<file path="src/rtl/bus_arbiter_rr_pkg.sv">
// Shared encodings for the N-port memory bus arbiter.
// Latency: n/a (types and constants only).
// Backpressure: n/a.
package bus_arb_pkg;

    // Arbitration mode encodings for the RR_MODE parameter.
    localparam logic ARB_FIXED = 1'b0;
    localparam logic ARB_RR    = 1'b1;

    // The bus is either free or owned by exactly one port until bus_done.
    typedef enum logic {
        IDLE = 1'b0,
        BUSY = 1'b1
    } arb_state_t;

    // Pointer width that stays legal for a single-port build.
    function automatic int ptr_width(input int n);
        return (n > 1) ? $clog2(n) : 1;
    endfunction

endpackage

</file>
<file path="src/rtl/bus_arbiter_rr_if.sv">
// Port-side and bus-side signal bundle of the memory bus arbiter.
// Latency: n/a (wiring only).
// Backpressure: start is held by a port until its own done pulse.
// Ports: addr/data/we/start per port (packed, port p at [p*W +: W]),
//        done/grant per port, q read data, bus_* towards the memory bus.
interface bus_arbiter_rr_if #(
    parameter int NUM_PORTS = 4,
    parameter int ADDR_W    = 27,
    parameter int DATA_W    = 32
);
    logic [NUM_PORTS*ADDR_W-1:0] addr;
    logic [NUM_PORTS*DATA_W-1:0] data;
    logic [NUM_PORTS-1:0]        we;
    logic [NUM_PORTS-1:0]        start;
    logic [NUM_PORTS-1:0]        done;
    logic [NUM_PORTS-1:0]        grant;
    logic [DATA_W-1:0]           q;
    logic [ADDR_W-1:0]           bus_addr;
    logic [DATA_W-1:0]           bus_data;
    logic                        bus_we;
    logic                        bus_start;
    logic [DATA_W-1:0]           bus_q;
    logic                        bus_done;

    // Arbiter side.
    modport slave (
        input  addr, data, we, start, bus_q, bus_done,
        output done, grant, q, bus_addr, bus_data, bus_we, bus_start
    );

    // Requesters plus memory bus, seen from outside the arbiter.
    modport master (
        output addr, data, we, start, bus_q, bus_done,
        input  done, grant, q, bus_addr, bus_data, bus_we, bus_start
    );
endinterface

</file>
<file path="src/rtl/bus_arbiter_rr_picker.sv">
// Combinational winner selection: round-robin from ptr+1 or fixed lowest-index.
// Latency: 0 cycles (pure combinational).
// Backpressure: none; the caller decides when a pick is consumed.
// Ports: req (eligible requests), ptr (last winner), mode -> win one-hot,
//        win_idx binary, any_valid.
module rr_priority_picker
    import bus_arb_pkg::*;
#(
    parameter int NUM_PORTS = 4,
    parameter int PTR_W     = 2
) (
    input  logic [NUM_PORTS-1:0] req,
    input  logic [PTR_W-1:0]     ptr,
    input  logic                 mode,
    output logic [NUM_PORTS-1:0] win,
    output logic [PTR_W-1:0]     win_idx,
    output logic                 any_valid
);

    int base;

    // Two passes instead of a rotate: ports at or above base first, then
    // the wrapped ports below base. base may equal NUM_PORTS after the last
    // port won, in which case the first pass is empty and the search wraps.
    always_comb begin
        win       = '0;
        win_idx   = '0;
        any_valid = 1'b0;
        base      = (mode == ARB_RR) ? int'(ptr) + 1 : 0;
        for (int p = 0; p < NUM_PORTS; p++) begin
            if (!any_valid && req[p] && (p >= base)) begin
                any_valid = 1'b1;
                win[p]    = 1'b1;
                win_idx   = PTR_W'(p);
            end
        end
        for (int p = 0; p < NUM_PORTS; p++) begin
            if (!any_valid && req[p] && (p < base)) begin
                any_valid = 1'b1;
                win[p]    = 1'b1;
                win_idx   = PTR_W'(p);
            end
        end
    end

endmodule

</file>
<file path="src/rtl/bus_arbiter_rr.sv">
// N-port memory bus arbiter, round-robin or fixed priority, one owner until bus_done.
// Latency: start seen in IDLE -> grant/bus_start next edge; bus_done -> done same cycle.
// Backpressure: ports hold start until their done; one IDLE cycle between transactions.
// Ports: clk, reset (async, active-high), arb (slave modport: per-port addr/data/we/
//        start in, done/grant/q out; bus_addr/data/we/start out, bus_q/bus_done in).
module bus_arbiter_rr
    import bus_arb_pkg::*;
#(
    parameter int NUM_PORTS = 4,
    parameter int ADDR_W    = 27,
    parameter int DATA_W    = 32,
    parameter int RR_MODE   = 1
) (
    input  logic            clk,
    input  logic            reset,
    bus_arbiter_rr_if.slave arb
);

    localparam int PTR_W = ptr_width(NUM_PORTS);

    arb_state_t           state;
    logic                 busy;
    logic [NUM_PORTS-1:0] grant_r;
    logic [NUM_PORTS-1:0] mask_r;
    logic [PTR_W-1:0]     ptr_r;
    logic [ADDR_W-1:0]    bus_addr_r;
    logic [DATA_W-1:0]    bus_data_r;
    logic                 bus_we_r;

    logic [NUM_PORTS-1:0] elig;
    logic [NUM_PORTS-1:0] win;
    logic [PTR_W-1:0]     win_idx;
    logic                 any_valid;
    logic [ADDR_W-1:0]    sel_addr;
    logic [DATA_W-1:0]    sel_data;
    logic                 sel_we;

    assign busy = (state == BUSY);

    // A port that just finished is blocked for exactly one cycle, so a
    // requester that is late dropping start cannot grab the bus back.
    assign elig = arb.start & ~mask_r;

    rr_priority_picker #(
        .NUM_PORTS (NUM_PORTS),
        .PTR_W     (PTR_W)
    ) u_picker (
        .req       (elig),
        .ptr       (ptr_r),
        .mode      ((RR_MODE != 0) ? ARB_RR : ARB_FIXED),
        .win       (win),
        .win_idx   (win_idx),
        .any_valid (any_valid)
    );

    always_comb begin
        sel_addr = '0;
        sel_data = '0;
        sel_we   = 1'b0;
        for (int p = 0; p < NUM_PORTS; p++) begin
            if (win[p]) begin
                sel_addr = arb.addr[p*ADDR_W +: ADDR_W];
                sel_data = arb.data[p*DATA_W +: DATA_W];
                sel_we   = arb.we[p];
            end
        end
    end

    // Bus registers load only on the IDLE->BUSY edge, so port inputs are
    // don't-care while a transaction is in flight. bus_addr keeps its last
    // value while idle.
    always_ff @(posedge clk or posedge reset) begin
        if (reset) begin
            state      <= IDLE;
            grant_r    <= '0;
            mask_r     <= '0;
            ptr_r      <= PTR_W'(NUM_PORTS - 1);
            bus_addr_r <= '0;
            bus_data_r <= '0;
            bus_we_r   <= 1'b0;
        end else begin
            mask_r <= '0;
            case (state)
                IDLE: begin
                    if (any_valid) begin
                        state      <= BUSY;
                        grant_r    <= win;
                        ptr_r      <= win_idx;
                        bus_addr_r <= sel_addr;
                        bus_data_r <= sel_data;
                        bus_we_r   <= sel_we;
                    end
                end
                BUSY: begin
                    if (arb.bus_done) begin
                        state   <= IDLE;
                        grant_r <= '0;
                        mask_r  <= grant_r;
                    end
                end
                default: state <= IDLE;
            endcase
        end
    end

    // grant_r is zero while idle, so a stray bus_done cannot raise done.
    assign arb.done      = grant_r & {NUM_PORTS{busy & arb.bus_done}};
    assign arb.grant     = grant_r;
    assign arb.q         = arb.bus_q;
    assign arb.bus_addr  = bus_addr_r;
    assign arb.bus_data  = bus_data_r;
    assign arb.bus_we    = bus_we_r;
    assign arb.bus_start = busy & ~arb.bus_done;

endmodule

</file>
<file path="src/flat_wrapper.sv">
// flat-port wrapper written by rule: the top's interface ports become plain ports
module bus_arbiter_rr_flat import bus_arb_pkg::*;
#(
    parameter int NUM_PORTS = 4,
    parameter int ADDR_W    = 27,
    parameter int DATA_W    = 32,
    parameter int RR_MODE   = 1
)
  (clk, reset, arb_addr, arb_data, arb_we, arb_start, arb_bus_q, arb_bus_done, arb_done, arb_grant, arb_q, arb_bus_addr, arb_bus_data, arb_bus_we, arb_bus_start);
  bus_arbiter_rr_if #(.NUM_PORTS(NUM_PORTS), .ADDR_W(ADDR_W), .DATA_W(DATA_W)) arb_i ();
  input  logic clk;
  input  logic reset;
  input wire logic [$bits(arb_i.addr)-1:0] arb_addr;
  input wire logic [$bits(arb_i.data)-1:0] arb_data;
  input wire logic [$bits(arb_i.we)-1:0] arb_we;
  input wire logic [$bits(arb_i.start)-1:0] arb_start;
  input wire logic [$bits(arb_i.bus_q)-1:0] arb_bus_q;
  input wire logic [$bits(arb_i.bus_done)-1:0] arb_bus_done;
  output wire logic [$bits(arb_i.done)-1:0] arb_done;
  output wire logic [$bits(arb_i.grant)-1:0] arb_grant;
  output wire logic [$bits(arb_i.q)-1:0] arb_q;
  output wire logic [$bits(arb_i.bus_addr)-1:0] arb_bus_addr;
  output wire logic [$bits(arb_i.bus_data)-1:0] arb_bus_data;
  output wire logic [$bits(arb_i.bus_we)-1:0] arb_bus_we;
  output wire logic [$bits(arb_i.bus_start)-1:0] arb_bus_start;
  assign arb_i.addr = arb_addr;
  assign arb_i.data = arb_data;
  assign arb_i.we = arb_we;
  assign arb_i.start = arb_start;
  assign arb_i.bus_q = arb_bus_q;
  assign arb_i.bus_done = arb_bus_done;
  assign arb_done = arb_i.done;
  assign arb_grant = arb_i.grant;
  assign arb_q = arb_i.q;
  assign arb_bus_addr = arb_i.bus_addr;
  assign arb_bus_data = arb_i.bus_data;
  assign arb_bus_we = arb_i.bus_we;
  assign arb_bus_start = arb_i.bus_start;
  bus_arbiter_rr #(.NUM_PORTS(NUM_PORTS), .ADDR_W(ADDR_W), .DATA_W(DATA_W), .RR_MODE(RR_MODE)) u_core (.clk(clk), .reset(reset), .arb(arb_i));
endmodule
</file>
<file path="config.mk">
export PLATFORM = sky130hd
export DESIGN_NAME = bus_arbiter_rr_flat
export DESIGN_NICKNAME = d
export VERILOG_FILES = /design/src/rtl/bus_arbiter_rr_pkg.sv /design/src/rtl/bus_arbiter_rr_if.sv /design/src/rtl/bus_arbiter_rr_picker.sv /design/src/rtl/bus_arbiter_rr.sv /design/src/flat_wrapper.sv
export SDC_FILE = /design/constraint.sdc
export NUM_CORES = 1
export LEC_CHECK = 0
export CORE_AREA = 2 2 146 148
export DETAILED_ROUTE_END_ITERATION = 8
export DIE_AREA = 0 0 148 150
export GPL_TIMING_DRIVEN = 0
export MAX_ROUTING_LAYER = met4
export PLACE_DENSITY = 0.71
export SLEW_MARGIN = 10
export SYNTH_ARGS = -nofsm -noshare
export SYNTH_HDL_FRONTEND = slang
export SYNTH_SLANG_ARGS = --single-unit
</file>
<file path="constraint.sdc">
create_clock -name clk -period 3.25 [get_ports clk]
set_input_delay 0.65 -clock clk [delete_from_list [all_inputs] [get_ports clk]]
set_output_delay 0.65 -clock clk [all_outputs]
set_load 0.02 [all_outputs]
</file>
==> out/qor.txt <==
Rows: 53
Vias per inst: 4.93
Worst-margin pin slew: 1020 ps
Synth cell types: 34
Min-delay worst type: reg -> reg
Initial antenna violation count: 1
Fmax achieved: 332 MHz
Final hold slack: 484 ps
Synth Net Count: 932
Wire per inst: 18.9 um
Post-synthesis register bit count: 71
RSZ-0062 raised after global routing: no
Die ar.: 22200 um2
Nets: 1291
Worst R2R End: u_core.arb.bus_data[26]
Clk root buf: clkbuf_16
Core area: 20700 um2
Relative slew slack: 0.319
Power after layout: 7.48 mW
First DRT Iteration DRCs: 329
DIE HEIGHT: 150 um
Status: finished, final reports clean
Postcts setup bufs: 0
CP Class: in -> reg
Hold path cells: 2
Max Cap Violations: 0
Worst R2R Start: u_core.ptr_r[0]
LEAKAGE: 4.17 nW
Part of the Yosys area used for sequential elements: 0.320
Slew Limit Fails: 0
Crit path DAT: 3230 ps
Max Fanout on Critical Path: 10
Commonest non-fill, non-tap cell in the layout: clkdlybuf4s50_1
Final Skew: 8.01 ps
VDD IR max: 313 uV
Hold Buf Count CTS: 0
Remaining antenna violation count: 0
Worst hold start: u_core.arb.bus_addr[3]
Final Util: 0.470
CP Launch Type: primary input
Routed WL: 24500 um
Worst Reg-to-Reg Cells: 6
GP Congestion: 0.846
I/O Buffers: 347
# resized after CTS: 0
Initial core utilization: 0.269
Area grow syn2layout: 74.8%
TritonCTS clock tree: built
Final Hold Vio Count: 0
DR vias: 6371
Cells after synthesis: 653
Fraction of layout cells with a size suffix above 1: 0.137
GRT Util Overall: 0.219
Die Wd: 148 um
Final setup fails: 0
Final min period: 3010 ps
Filler cells: 2046
H-tree depth: 3
Final worst-path cycle share: 0.926
Bufs on Longest Clock Path: 2
DPL Wire Length: 18800 um
Final setup TNS: 0 ps
First-pass DRT Iterations: 5
Number of global-route vias before repair: 6445
Pwr Density: 769 nW/um2
Dpl cells: 1276
Critical Path RT: 3470 ps
R2R setup slack: 580 ps
First-pass GRT wire length: 36300 um
Yosys warns: 0
Cell Area, Synth: 5560 um2
Sequential cell area: 1780 um2
Syn Area/Cell: 8.52 um2
CTS sink count: 71
Remaining Overflow, GRT: 0
Most frequent cells in the layout: 347 x clkdlybuf4s50_1, 128 x and3_1, 69 x dfrtp_1, 64 x nand2_1, 63 x nor2_1
DRC viols: 0
Hold Path End: u_core.arb.bus_addr[3]
Worst-path clk slew: 60 ps
CTS buffer count: 9
Area of the multi-input gates: 3210 um2
I/O pins: 380
Worst skew pair latency: 350 ps
Crit end category: flop
Final non-filler cell total: 1293
Largest net degree at the start of global routing: 39
==> metrics by stage <==
step | setup slack [ps] | cell area [um2]
after floorplan | 807 | 5560
after global placement | -681 | 9380
after detailed placement | -196 | 9400
after CTS | 153 | 9720
after global routing | 176 | 9730
final | 240 | 9730
==> sequential cells by signal (all words and copies together) (netlist names) <==
name / count
u_core.arb.bus_addr: 27
u_core.arb.bus_data: 32
u_core.arb.bus_we: 1
u_core.arb.grant: 4
u_core.busy: 1
u_core.mask_r: 4
u_core.ptr_r: 2
==> cells by family (layout without fill, tap and decap cells) <==
logic type | after synthesis | after routing | share of synthesized area
simple gates | 277 | 277 | 0.255
buf+inv | 105 | 469 | 0.104
other cells | 0 | 1 | 0
flops | 71 | 71 | 0.320
compound gates | 200 | 200 | 0.322
==> worst max-delay path, cell delays in order <==
cell and delay, ps:
clkdlybuf4s50_1 510, or3b_4 410, a21oi_2 560, a211oi_2 310, buf_2 320, a2111oi_2 340, o21ai_1 120
==> cell type report <==
| cell class | count | area share |
|---|---|---|
| Timing Repair Buffer | 348 | 0.359 |
| Multi-Input combinational cell | 477 | 0.330 |
| Tap cell | 275 | 0.0354 |
| Clock inverter | 4 | 0.00540 |
| Inverter | 4 | 0.00180 |
| Clock buffer | 12 | 0.0274 |
| Sequential cell | 71 | 0.183 |
| Buffer | 101 | 0.0579 |
| Antenna cell | 1 | 0.000257 |
==> metal layers <==
metal | up-vias | global-route usage | wire length (um)
met5 | - | - | 0
met3 | 50 | 0.0405 | 1480
met2 | 259 | 0.354 | 11900
met1 | 3005 | 0.274 | 10300
li1 | 3057 | - | -
met4 | 0 | 0.0819 | 783
==> worst max-delay path by stage <==
stage,end,depth (start not counted),start,slack (ps)
5_1_grt,u_core.ptr_r[0],9,arb_start[0],180
3_5_place_dp,u_core.arb.bus_addr[5],8,arb_start[0],-200
6_report,u_core.arb.bus_addr[13],7,arb_start[1],240
3_3_place_gp,u_core.arb.bus_addr[21],2,reset,-680
4_1_cts,u_core.arb.bus_addr[5],8,arb_start[0],150
2_1_floorplan,u_core.arb.bus_addr[0],1,reset,810
==> power by group <==
part           switching (mW)  internal (mW)  total [mW]
Sequential              0.222           1.30        1.52
Clock                   0.414          0.658        1.07
Combinational            2.70           2.19        4.89
Total                    3.34           4.14        7.48
==> synth_stat cells <==
library cell	instances	area share
and3_1	128	0.14
dfrtp_1	69	0.31
nand2_1	64	0.043
nor2_1	63	0.043
o21a_1	60	0.081
o21ai_1	60	0.054
a2111oi_2	59	0.16
clkbuf_1	48	0.032
buf_4	32	0.043
buf_2	14	0.013
o21ai_0	7	0.0063
buf_6	6	0.012
nand2b_1	6	0.0067
nand3_1	6	0.0054
inv_1	4	0.0027
nor2b_1	4	0.0045
o211ai_1	3	0.0040
a21oi_1	2	0.0018
a21oi_2	2	0.0031
dfstp_2	2	0.0094
a2111oi_0	1	0.0016
a211oi_2	1	0.0022
a21o_1	1	0.0013
a221o_1	1	0.0018
a32o_2	1	0.0020
and2_1	1	0.0011
buf_1	1	0.00067
nand3b_1	1	0.0013
nor3_1	1	0.00090
o21ai_2	1	0.0016
o31a_1	1	0.0016
or3b_2	1	0.0016
or3b_4	1	0.0020
or4b_1	1	0.0018
Note: power is estimated with default switching activity, not from simulation.
